File: src/rtl/urng_taus_u0.sv
// urng_taus_u0: uniform random number source for the AWGN datapath.
//
// Two independent combined Tausworthe (taus88) generators, A and B.
// Each enabled cycle produces a 48-bit uniform u0 = {a0, a1[31:16]} and a
// 16-bit uniform u1 = a1[15:0]. Here a0 is the output of A and a1 is the
// output of B. exp_e is the normalisation shift for u0: the leading-zero
// count of u0 plus 1, so the range is 1..49.
//
// Optional feature macro: AWGN_EXP_E_EN.
//   - Defined:   exp_e is computed and registered alongside u0.
//   - Undefined: exp_e is tied to 0 and no leading-zero logic is built.
//
// Ports:
//   clk        in   1    system clock, rising edge
//   rst_n      in   1    asynchronous active-low reset
//   seed_load  in   1    load the sanitised seed into the generator state
//   seed       in   192  {B.s3, B.s2, B.s1, A.s3, A.s2, A.s1}, 32 b each
//   en         in   1    advance the generators and produce a sample
//   u0         out  48   {a0[31:0], a1[31:16]}
//   u1         out  16   a1[15:0]
//   exp_e      out  6    lzc(u0) + 1 (0 when AWGN_EXP_E_EN is undefined)
//   valid      out  1    u0/u1/exp_e hold a fresh sample this cycle
//   seed_err   out  1    the last load contained an illegal component
module urng_taus_u0 (
    input  logic         clk,
    input  logic         rst_n,
    input  logic         seed_load,
    input  logic [191:0] seed,
    input  logic         en,
    output logic [47:0]  u0,
    output logic [15:0]  u1,
    output logic [5:0]   exp_e,
    output logic         valid,
    output logic         seed_err
);

    // Generator state is packed as {s3, s2, s1}.
    localparam logic [95:0] A_DEF = {32'hBB67AE85, 32'h6C078965, 32'hA3C59AC3};
    localparam logic [95:0] B_DEF = {32'h510E527F, 32'hA54FF53A, 32'h3C6EF372};

    function automatic logic [95:0] taus_step(input logic [95:0] s);
        logic [31:0] s1, s2, s3, b1, b2, b3, n1, n2, n3;
        s1 = s[31:0];
        s2 = s[63:32];
        s3 = s[95:64];
        b1 = ((s1 << 13) ^ s1) >> 19;
        n1 = ((s1 & 32'hFFFFFFFE) << 12) ^ b1;
        b2 = ((s2 << 2) ^ s2) >> 25;
        n2 = ((s2 & 32'hFFFFFFF8) << 4) ^ b2;
        b3 = ((s3 << 3) ^ s3) >> 11;
        n3 = ((s3 & 32'hFFFFFFF0) << 17) ^ b3;
        return {n3, n2, n1};
    endfunction

    // Per-component legality: s1 >= 2, s2 >= 8, s3 >= 16.
    // Each bit tests for any set bit above the illegal range.
    function automatic logic [2:0] legal_mask(input logic [95:0] s);
        return {|s[95:68], |s[63:35], |s[31:1]};
    endfunction

    function automatic logic [95:0] sanitize(input logic [95:0] s, input logic [95:0] def);
        logic [2:0] ok;
        ok = legal_mask(s);
        return {ok[2] ? s[95:64] : def[95:64],
                ok[1] ? s[63:32] : def[63:32],
                ok[0] ? s[31:0]  : def[31:0]};
    endfunction

    logic [95:0] a_q, a_d, b_q, b_d;
    logic [95:0] a_nxt, b_nxt;
    logic [31:0] a_out, b_out;
    logic [47:0] u0_q, u0_d, u0_nxt;
    logic [15:0] u1_q, u1_d;
    logic        valid_q, valid_d;
    logic        seed_err_q, seed_err_d;

    always_comb begin
        a_nxt  = taus_step(a_q);
        b_nxt  = taus_step(b_q);
        a_out  = a_nxt[31:0] ^ a_nxt[63:32] ^ a_nxt[95:64];
        b_out  = b_nxt[31:0] ^ b_nxt[63:32] ^ b_nxt[95:64];
        u0_nxt = {a_out, b_out[31:16]};

        a_d        = a_q;
        b_d        = b_q;
        u0_d       = u0_q;
        u1_d       = u1_q;
        valid_d    = 1'b0;
        seed_err_d = seed_err_q;

        if (seed_load) begin
            a_d        = sanitize(seed[95:0], A_DEF);
            b_d        = sanitize(seed[191:96], B_DEF);
            seed_err_d = ~&{legal_mask(seed[95:0]), legal_mask(seed[191:96])};
        end else if (en) begin
            a_d     = a_nxt;
            b_d     = b_nxt;
            u0_d    = u0_nxt;
            u1_d    = b_out[15:0];
            valid_d = 1'b1;
        end
    end

    always_ff @(posedge clk or negedge rst_n) begin
        if (!rst_n) begin
            a_q        <= A_DEF;
            b_q        <= B_DEF;
            u0_q       <= '0;
            u1_q       <= '0;
            valid_q    <= 1'b0;
            seed_err_q <= 1'b0;
        end else begin
            a_q        <= a_d;
            b_q        <= b_d;
            u0_q       <= u0_d;
            u1_q       <= u1_d;
            valid_q    <= valid_d;
            seed_err_q <= seed_err_d;
        end
    end

`ifdef AWGN_EXP_E_EN
    logic [5:0] exp_e_q, exp_e_d, lz_exp;

    // Scan upward so the highest set bit wins; all-zero u0 gives 49.
    always_comb begin
        lz_exp = 6'd49;
        for (int unsigned i = 0; i < 48; i++) begin
            if (u0_nxt[i]) begin
                lz_exp = 6'(48 - i);
            end
        end
        exp_e_d = exp_e_q;
        if (!seed_load && en) begin
            exp_e_d = lz_exp;
        end
    end

    always_ff @(posedge clk or negedge rst_n) begin
        if (!rst_n) begin
            exp_e_q <= '0;
        end else begin
            exp_e_q <= exp_e_d;
        end
    end

    assign exp_e = exp_e_q;
`else
    assign exp_e = '0;
`endif

    assign u0       = u0_q;
    assign u1       = u1_q;
    assign valid    = valid_q;
    assign seed_err = seed_err_q;

endmodule

File: config.mk
export PLATFORM = sky130hd
export DESIGN_NAME = urng_taus_u0
export DESIGN_NICKNAME = d
export VERILOG_FILES = /design/src/rtl/urng_taus_u0.sv
export SDC_FILE = /design/constraint.sdc
export NUM_CORES = 1
export LEC_CHECK = 0
export CAP_MARGIN = 20
export CORE_AREA = 3 3 168 170
export CTS_BUF_LIST = sky130_fd_sc_hd__clkbuf_8
export DETAILED_ROUTE_END_ITERATION = 6
export DIE_AREA = 0 0 171 173
export GPL_TIMING_DRIVEN = 0
export PLACE_DENSITY = 0.78
export SLEW_MARGIN = 20
export SYNTH_ARGS = -nofsm -noshare
export SYNTH_HDL_FRONTEND = slang
export SYNTH_SLANG_ARGS = --single-unit
File: constraint.sdc
create_clock -name clk -period 1.6 [get_ports clk]
set_clock_uncertainty 0.2 [all_clocks]
set_input_delay 0.16 -clock clk [delete_from_list [all_inputs] [get_ports clk]]
set_output_delay 0.16 -clock clk [all_outputs]
set_load 0.005 [all_outputs]
== Word level (Yosys, flattened, before mapping) ==
Index checks and enable logic that the tools add are counted.
Cells by class
  multiplexer cells: 12
  bitwise gates (word level): 17
  reductions and logical operators: 10
Operators by type and width (number)
  96-bit two-way mux: 4
  32-bit bitwise XOR: 10
  32-bit two-way mux: 6
  32-bit by 13-bit bitwise XOR with 32-bit output: 2
  32-bit by 21-bit bitwise XOR with 32-bit output: 2
  32-bit by 7-bit bitwise XOR with 32-bit output: 2
  31-bit OR reduction: 2
  29-bit OR reduction: 2
  28-bit OR reduction: 2
  6-bit AND reduction: 1
  1-bit two-way mux: 2
  2-bit AND reduction: 1
  2-bit nonzero test: 1
  1-bit logical NOT: 1
  1-bit NOT: 1
Word-level totals
  flip-flop bits (word level): 258
  word-level logic and storage cells: 45

== Depth between registers and ports, before layout ==
Gate-level depths: netlist of run 1.
  depth in word-level cells: 4
  gate-level depth with buffers: 7
  gate-level depth less buffers: 5

== Worst setup path after synthesis of run 1 ==
Ideal clock, no wire load.
  path type: register to register
  start point: register b_q[78]
  end point: register u1_q[3] (netlist: u1[3])
  path buffers: 1
  stages on the path, launching flop included: 6
  required time: 1.267 ns
  setup slack: 0.069 ns
  setup time: 0.133 ns
  arrival time: 1.198 ns
  path through: dfstp_2 clkbuf_1 xnor2_1 xnor2_1 xnor2_1 o21ai_0
Between the ends
  word-level cells in the longest chain between the ends: 3
RTL lines
  from (decl): RTL line 69  | logic [95:0] a_q, a_d, b_q, b_d;
  from (signal assigned): RTL line 107  | b_q <= B_DEF;
  from (signal assigned): RTL line 114  | b_q <= b_d;
  32-bit bitwise XOR: RTL line 50  | b3 = ((s3 << 3) ^ s3) >> 11;
  32-bit by 21-bit bitwise XOR with 32-bit output: RTL line 51  | n3 = ((s3 & 32'hFFFFFFF0) << 17) ^ b3;
  32-bit bitwise XOR: RTL line 81  | b_out = b_nxt[31:0] ^ b_nxt[63:32] ^ b_nxt[95:64];
  to (signal assigned): RTL line 116  | u1_q <= u1_d;
  to (decl): RTL line 73  | logic [15:0] u1_q, u1_d;
No other way between the ends.
A chain may end at the register's enable or synchronous reset.

== Worst setup path after layout of run 1 ==
  start point: register b_q[82]
  end point: register u1_q[7] (netlist: u1[7])
The elaborated chain is that of the path after synthesis.

==> impl_metrics.csv, run 1 <==
group,metric,value,unit
status,status,"finished with violations",
worst_setup_path,criticalPathCategory,"reg -> reg",
clock_network,clk_pin_slew,0.07,ns
detailed_routing,drt-pass1-iter-count,6,
timing,setup_viol_count_final,15,
clock_network,cts_sinks,242,
clock_network,h-tree-depth,2,
yosys,syn_area,12850,um2
power_and_ir_drop,report.power.total,20.94,mW
yosys,ys_ff_latch,242,
timing,slew_headroom,0.5234,
timing,hold_ws,-0.03246,ns
die,rows,60,
layout,area_growth,39.82,%
power_and_ir_drop,peakVddDrop,0.0005191,V
timing,final_max_slew_viol_count,0,
layout,final_cell_area,17970,um2
clock_network,clk_path_buf_depth,3,
yosys,yosysTopAreaCell,"dfrtp_1",
timing,setup_tns,-0.3134,ns
layout,final_common_cell,"o21ai_0",
worst_setup_path,required,1.80,ns
hold_path,hp-class,"in -> async",
layout,fin_util,0.6685,
worst_setup_path,arrival,1.89,ns
yosys,yosysWarningCount,0,
clock_network,clock_latency,0.56,ns
global_route,grt_overflow,0,
yosys,ys_types,34,
die,die_y,173,um
power_and_ir_drop,p_sw,7.024,mW
status,violations,"negative hold slack, negative setup slack",
timing,fmax,592.8,MHz
detailed_routing,antenna_left,0,
detailed_routing,drc_errors,0,
layout,multiInputGateArea,7063,um2
timing,worstMarginPinSlew,0.7149,ns
yosys,synth_edf_count,0,
worst_setup_path,critical_path.cell_chain,"xnor2_2, xnor2_1, xor2_1, o21ai_1",
placement,dp.cells,1899,
clock_network,clockRootBuffer,"clkbuf_8",
detailed_routing,vias,12000,
yosys,async_reset_ff_frac,1.000,
yosys,synth_area_leaders,"dfrtp_1, dfstp_2, xnor2_1, o21ai_0, nand2_1",
layout,antenna_cells,0,
clock_network,cts_tree,"built",
timing,final.min_clock_period,1.687,ns
layout,mostFrequentLayoutCells,"o21ai_0, nand2_1, clkdlybuf4s50_1, dfrtp_1, xnor2_1",
global_route,grt_pass1_wl,69840,um
placement,place_area,15800,um2
power_and_ir_drop,p_leak,7.545,nW
global_route,grt_pass1_vias,11960,
worst_setup_path,r2r_cells,4,
die,ios,268,
die,die-area,29580,um2
worst_setup_path,crit_slowest_cell,"dfstp_2",
layout,nFillCells,2109,
die,dieWidth,171,um
yosys,synth_flop_cell,"dfrtp_1",
worst_setup_path,startpoint_type,"flip-flop",
power_and_ir_drop,combinationalPowerShare,0.335,
power_and_ir_drop,power.share.sequential,0.407,
timing,rsz0062_at_grt,"true",
power_and_ir_drop,intPower,13.91,mW
detailed_routing,wl_per_cell,23.29,um
global_route,grt_max_degree,94,
yosys,synthCells,1307,
placement,dpl_worst_slack,-0.9371,ns
placement,post-dp-hpwl,36030,um
detailed_routing,wl,47470,um
detailed_routing,dr.first_iter.drc_count,1344,
power_and_ir_drop,clockPowerShare,0.258,
die,start_util,0.4781,
layout,drive_gt1_frac,0.2499,
worst_setup_path,path_max_fanout,3,
layout,regArea,6186,um2
power_and_ir_drop,power.density,1165,nW/um2
global_route,grt_antenna_before_repair,0,
timing,hold_viol,54,
timing,finalWorstSetupSlack,-0.08700,ns
timing,fin_crit_sh,1.054,
die,core_area,26880,um2
yosys,yosys.area.top_type_share,0.2902,
placement,place_congestion,1.049,
power_and_ir_drop,p_sw_frac,0.3355,
placement,portBuffers,244,
yosys,synth.avg_cell_area,9.832,um2
clock_network,numCtsBuffers,40,
layout,layout.nets,1862,
run,drv_cap,0,
worst_setup_path,critPathCaptureType,"flip-flop",
global_route,grt_usage,0.3077,
worst_setup_path,max_stage_delay,0.60,ns
layout,fin_cells,2038,
detailed_routing,post_drt_via_cell_ratio,5.889,
yosys,ys_seq_area_frac,0.4803,
kinds of logic after synthesis:
group / Yosys count / synth area share
AOI/OAI and AO/OA: 343 / 0.1567
xor gates and xnor gates: 210 / 0.1431
buffers and inverters: 92 / 0.03437
DFF: 242 / 0.4803
muxes: 90 / 0.07371
other: 1 / 0.0002918
and+or+nand+nor: 329 / 0.1115
layer usage:
metal	vias up	track usage	routed length (um)
met2	828	0.4652	21270
met1	5797	0.4334	19240
met5	-	0	0
met3	127	0.07476	5187
met4	0	0.1087	1781
li1	5249	-	-
cell usage after synthesis (2+ instances only):
master and number:
a211oi_1 20, a21oi_1 40, buf_1 7, buf_2 23, buf_4 11, buf_6 3
clkbuf_1 46, dfrtp_1 149, dfstp_2 93, mux2_2 37, mux2i_1 53, nand2_1 205
nand3_1 2, nand4_1 10, nor2_1 45, nor2b_1 20, nor3_1 4, nor4_1 39
o21ai_0 220, o21ai_1 2, o22a_1 49, o22a_2 9, xnor2_1 170, xor2_1 40
path summary, 6_finish.rpt:
check / start / to / slack [ns]
max in group asynchronous: rst_n / a_q[76] / 0.38
setup reg to reg: b_q[82] / u1[7] / -0.09
min in group clk: seed[5] / a_q[5] / 0.02
setup / recovery: b_q[82] / u1[7] / -0.09
hold / removal: rst_n / u0[47] / -0.03
hold reg to reg: u0[22] / u0[22] / 0.27
power groups by stage:
stage / clock network, mW / logic [mW] / registers (mW)
floorplan: 0 / 2.99 / 8.22
global route: 5.69 / 7.45 / 8.63
detailed placement: 0 / 6.03 / 8.50
global placement: 0 / 5.90 / 8.46
finish: 5.41 / 7.01 / 8.52
CTS: 5.40 / 6.27 / 8.42
sequential cells by signal, indices dropped and copies added (netlist names):
name / cells
u0: 48
b_q: 88
a_q: 88
u1: 16
valid: 1
seed_err: 1
repair_timing:
item                                    CTS  global route
endpoints found under the hold margin   158             1
setup buffers                            37            28
hold buffers                              3             1
endpoints found under the setup margin  228           200
pin swaps                                30            51
gates resized for setup                 149           108
cell type report:
type,instances,share of cell area
buffer,88,0.02820
clock buffer,51,0.03907
clock inverter,22,0.005362
inverter,1,0.0002089
multi-input combinational,978,0.3931
sequential,242,0.3443
tap,341,0.02375
timing repair buffer,315,0.1660
worst max-delay path, delay by kind of cell, from the launching register on:
family / cells / cell delay (ns)
xor+xnor: 3 / 0.64
flops: 1 / 0.60
compound gates: 1 / 0.09
No activity file was read; power rests on OpenSTA's default activity.
==> run 2, diff against run 1 <==
--- a/config.mk
+++ b/config.mk
@@ -5,13 +5,12 @@
 export SDC_FILE = /design/constraint.sdc
 export NUM_CORES = 1
 export LEC_CHECK = 0
-export CAP_MARGIN = 20
 export CORE_AREA = 3 3 168 170
 export CTS_BUF_LIST = sky130_fd_sc_hd__clkbuf_8
 export DETAILED_ROUTE_END_ITERATION = 6
 export DIE_AREA = 0 0 171 173
 export GPL_TIMING_DRIVEN = 0
-export PLACE_DENSITY = 0.78
+export PLACE_DENSITY_LB_ADDON = 0.05
 export SLEW_MARGIN = 20
 export SYNTH_ARGS = -nofsm -noshare
 export SYNTH_HDL_FRONTEND = slang
==> impl_metrics.csv, run 2 (synthesized netlist as in run 1, its figures left out) <==
group,metric,value,unit
layout,area_growth,43.05,%
global_route,grt_antenna_before_repair,0,
timing,slew_headroom,0.5145,
placement,portBuffers,244,
die,ios,268,
placement,place_area,15830,um2
timing,finalWorstSetupSlack,-0.05626,ns
worst_setup_path,required,1.88,ns
clock_network,cts_sinks,242,
status,status,"finished with violations",
clock_network,numCtsBuffers,43,
global_route,grt_overflow,0,
detailed_routing,post_drt_via_cell_ratio,5.728,
clock_network,clockRootBuffer,"clkbuf_8",
worst_setup_path,arrival,1.94,ns
global_route,grt_max_degree,81,
clock_network,h-tree-depth,2,
clock_network,clock_latency,0.56,ns
timing,setup_viol_count_final,11,
die,rows,60,
detailed_routing,dr.first_iter.drc_count,1140,
layout,layout.nets,1867,
power_and_ir_drop,p_leak,7.674,nW
timing,hold_viol,28,
timing,worstMarginPinSlew,0.7282,ns
timing,fin_crit_sh,1.035,
layout,nFillCells,2209,
worst_setup_path,path_max_fanout,3,
power_and_ir_drop,power.density,1159,nW/um2
die,die_y,173,um
layout,drive_gt1_frac,0.2614,
clock_network,clk_path_buf_depth,3,
detailed_routing,wl_per_cell,23.55,um
run,drv_cap,0,
hold_path,hp-class,"in -> async",
die,die-area,29580,um2
global_route,grt_pass1_wl,70580,um
timing,rsz0062_at_grt,"true",
timing,hold_ws,-0.09147,ns
placement,post-dp-hpwl,36940,um
layout,antenna_cells,0,
clock_network,cts_tree,"built",
placement,place_congestion,0.9901,
power_and_ir_drop,peakVddDrop,0.0005317,V
worst_setup_path,critPathCaptureType,"flip-flop",
die,core_area,26880,um2
status,violations,"negative hold slack, negative setup slack",
detailed_routing,wl,48220,um
layout,mostFrequentLayoutCells,"nand2_1, o21ai_0, clkdlybuf4s50_1, dfrtp_1, xnor2_1",
die,start_util,0.4781,
timing,final.min_clock_period,1.656,ns
detailed_routing,drc_errors,0,
detailed_routing,antenna_left,0,
worst_setup_path,startpoint_type,"flip-flop",
timing,final_max_slew_viol_count,0,
detailed_routing,vias,11730,
layout,final_cell_area,18380,um2
clock_network,clk_pin_slew,0.06,ns
worst_setup_path,criticalPathCategory,"reg -> reg",
global_route,grt_pass1_vias,11560,
layout,fin_util,0.6839,
global_route,grt_usage,0.3156,
detailed_routing,drt-pass1-iter-count,5,
timing,fmax,603.8,MHz
die,dieWidth,171,um
run 2: cell types whose count changed in the layout (fill, tap and decap cells not counted), sizes merged, moves of 3 or more:
| cell | delta |
|---|---|
| buf | -9 |
| clkbuf | +4 |
| inv | +6 |
| dlygate4sd2 | -3 |
| clkdlybuf4s15 | +3 |
| dlygate4sd3 | +9 |
run 2: cell type report:
type,count,area [um2],share of cell area
multi-input cells,978,7351,0.3999
flip-flops and latches,242,6183,0.3364
repair buffers,317,3062,0.1666
clock buffers,53,729.5,0.03968
plain buffers,88,509.2,0.02770
well taps,341,426.7,0.02321
clock inverters,27,116.4,0.006330
inverters,1,3.754,0.0002042
run 2: worst paths after layout:
check / start / to / slack, ns / cells after the start
setup / recovery: a_q[77] / u0[21] / -0.06 / 6
hold / removal: rst_n / u0[27] / -0.09 / 2
setup reg to reg: a_q[77] / u0[21] / -0.06 / 6
hold reg to reg: u1[4] / u1[4] / 0.26 / 2
max in group asynchronous: rst_n / b_q[22] / 0.19 / 4
min in group clk: seed[76] / a_q[76] / 0.02 / 3
run 2: per-stage QoR:
stage	worst slack (ns)	TNS, ns	cells	total power, mW
floorplan	0.06902	0	1312	11.20
global placement	-10.17	-2301.28	1897	14.49
detailed placement	-0.9199	-144.55	1900	14.60
CTS	-0.05069	-0.1755	2014	20.43
global route	-0.08308	-1.262	2047	22.19
finish	-0.05626	-0.2757	2047	21.30
run 2: metal layers:
| layer | wire length, um | track usage | up-vias |
|---|---|---|---|
| met5 | 0 | 0 | - |
| met4 | 1024 | 0.07948 | 0 |
| met3 | 4767 | 0.07385 | 72 |
| met2 | 21560 | 0.4680 | 635 |
| met1 | 20860 | 0.4686 | 5765 |
| li1 | - | - | 5253 |
run 2: what timing repair did:
action / 4_1_cts / 5_1_grt
gates resized for setup: 165 / 138
endpoints found under the setup margin: 225 / 218
hold buffers: 12 / 1
pin swaps: 38 / 60
endpoints found under the hold margin: 141 / 31
setup buffers: 25 / 32
run 2: power by group:
group	leakage [nW]	internal, mW	switching, mW
Clock	0.512	3.00	2.64
Sequential	2.78	7.40	1.15
Combinational	4.38	3.68	3.43
run 2: critical path, cell delays in order (launching register included):
cell	delay [ns]
dfstp_2	0.58
buf_6	0.12
xnor2_4	0.08
xnor2_2	0.25
xor2_2	0.24
nand2_1	0.07
nand2_1	0.06
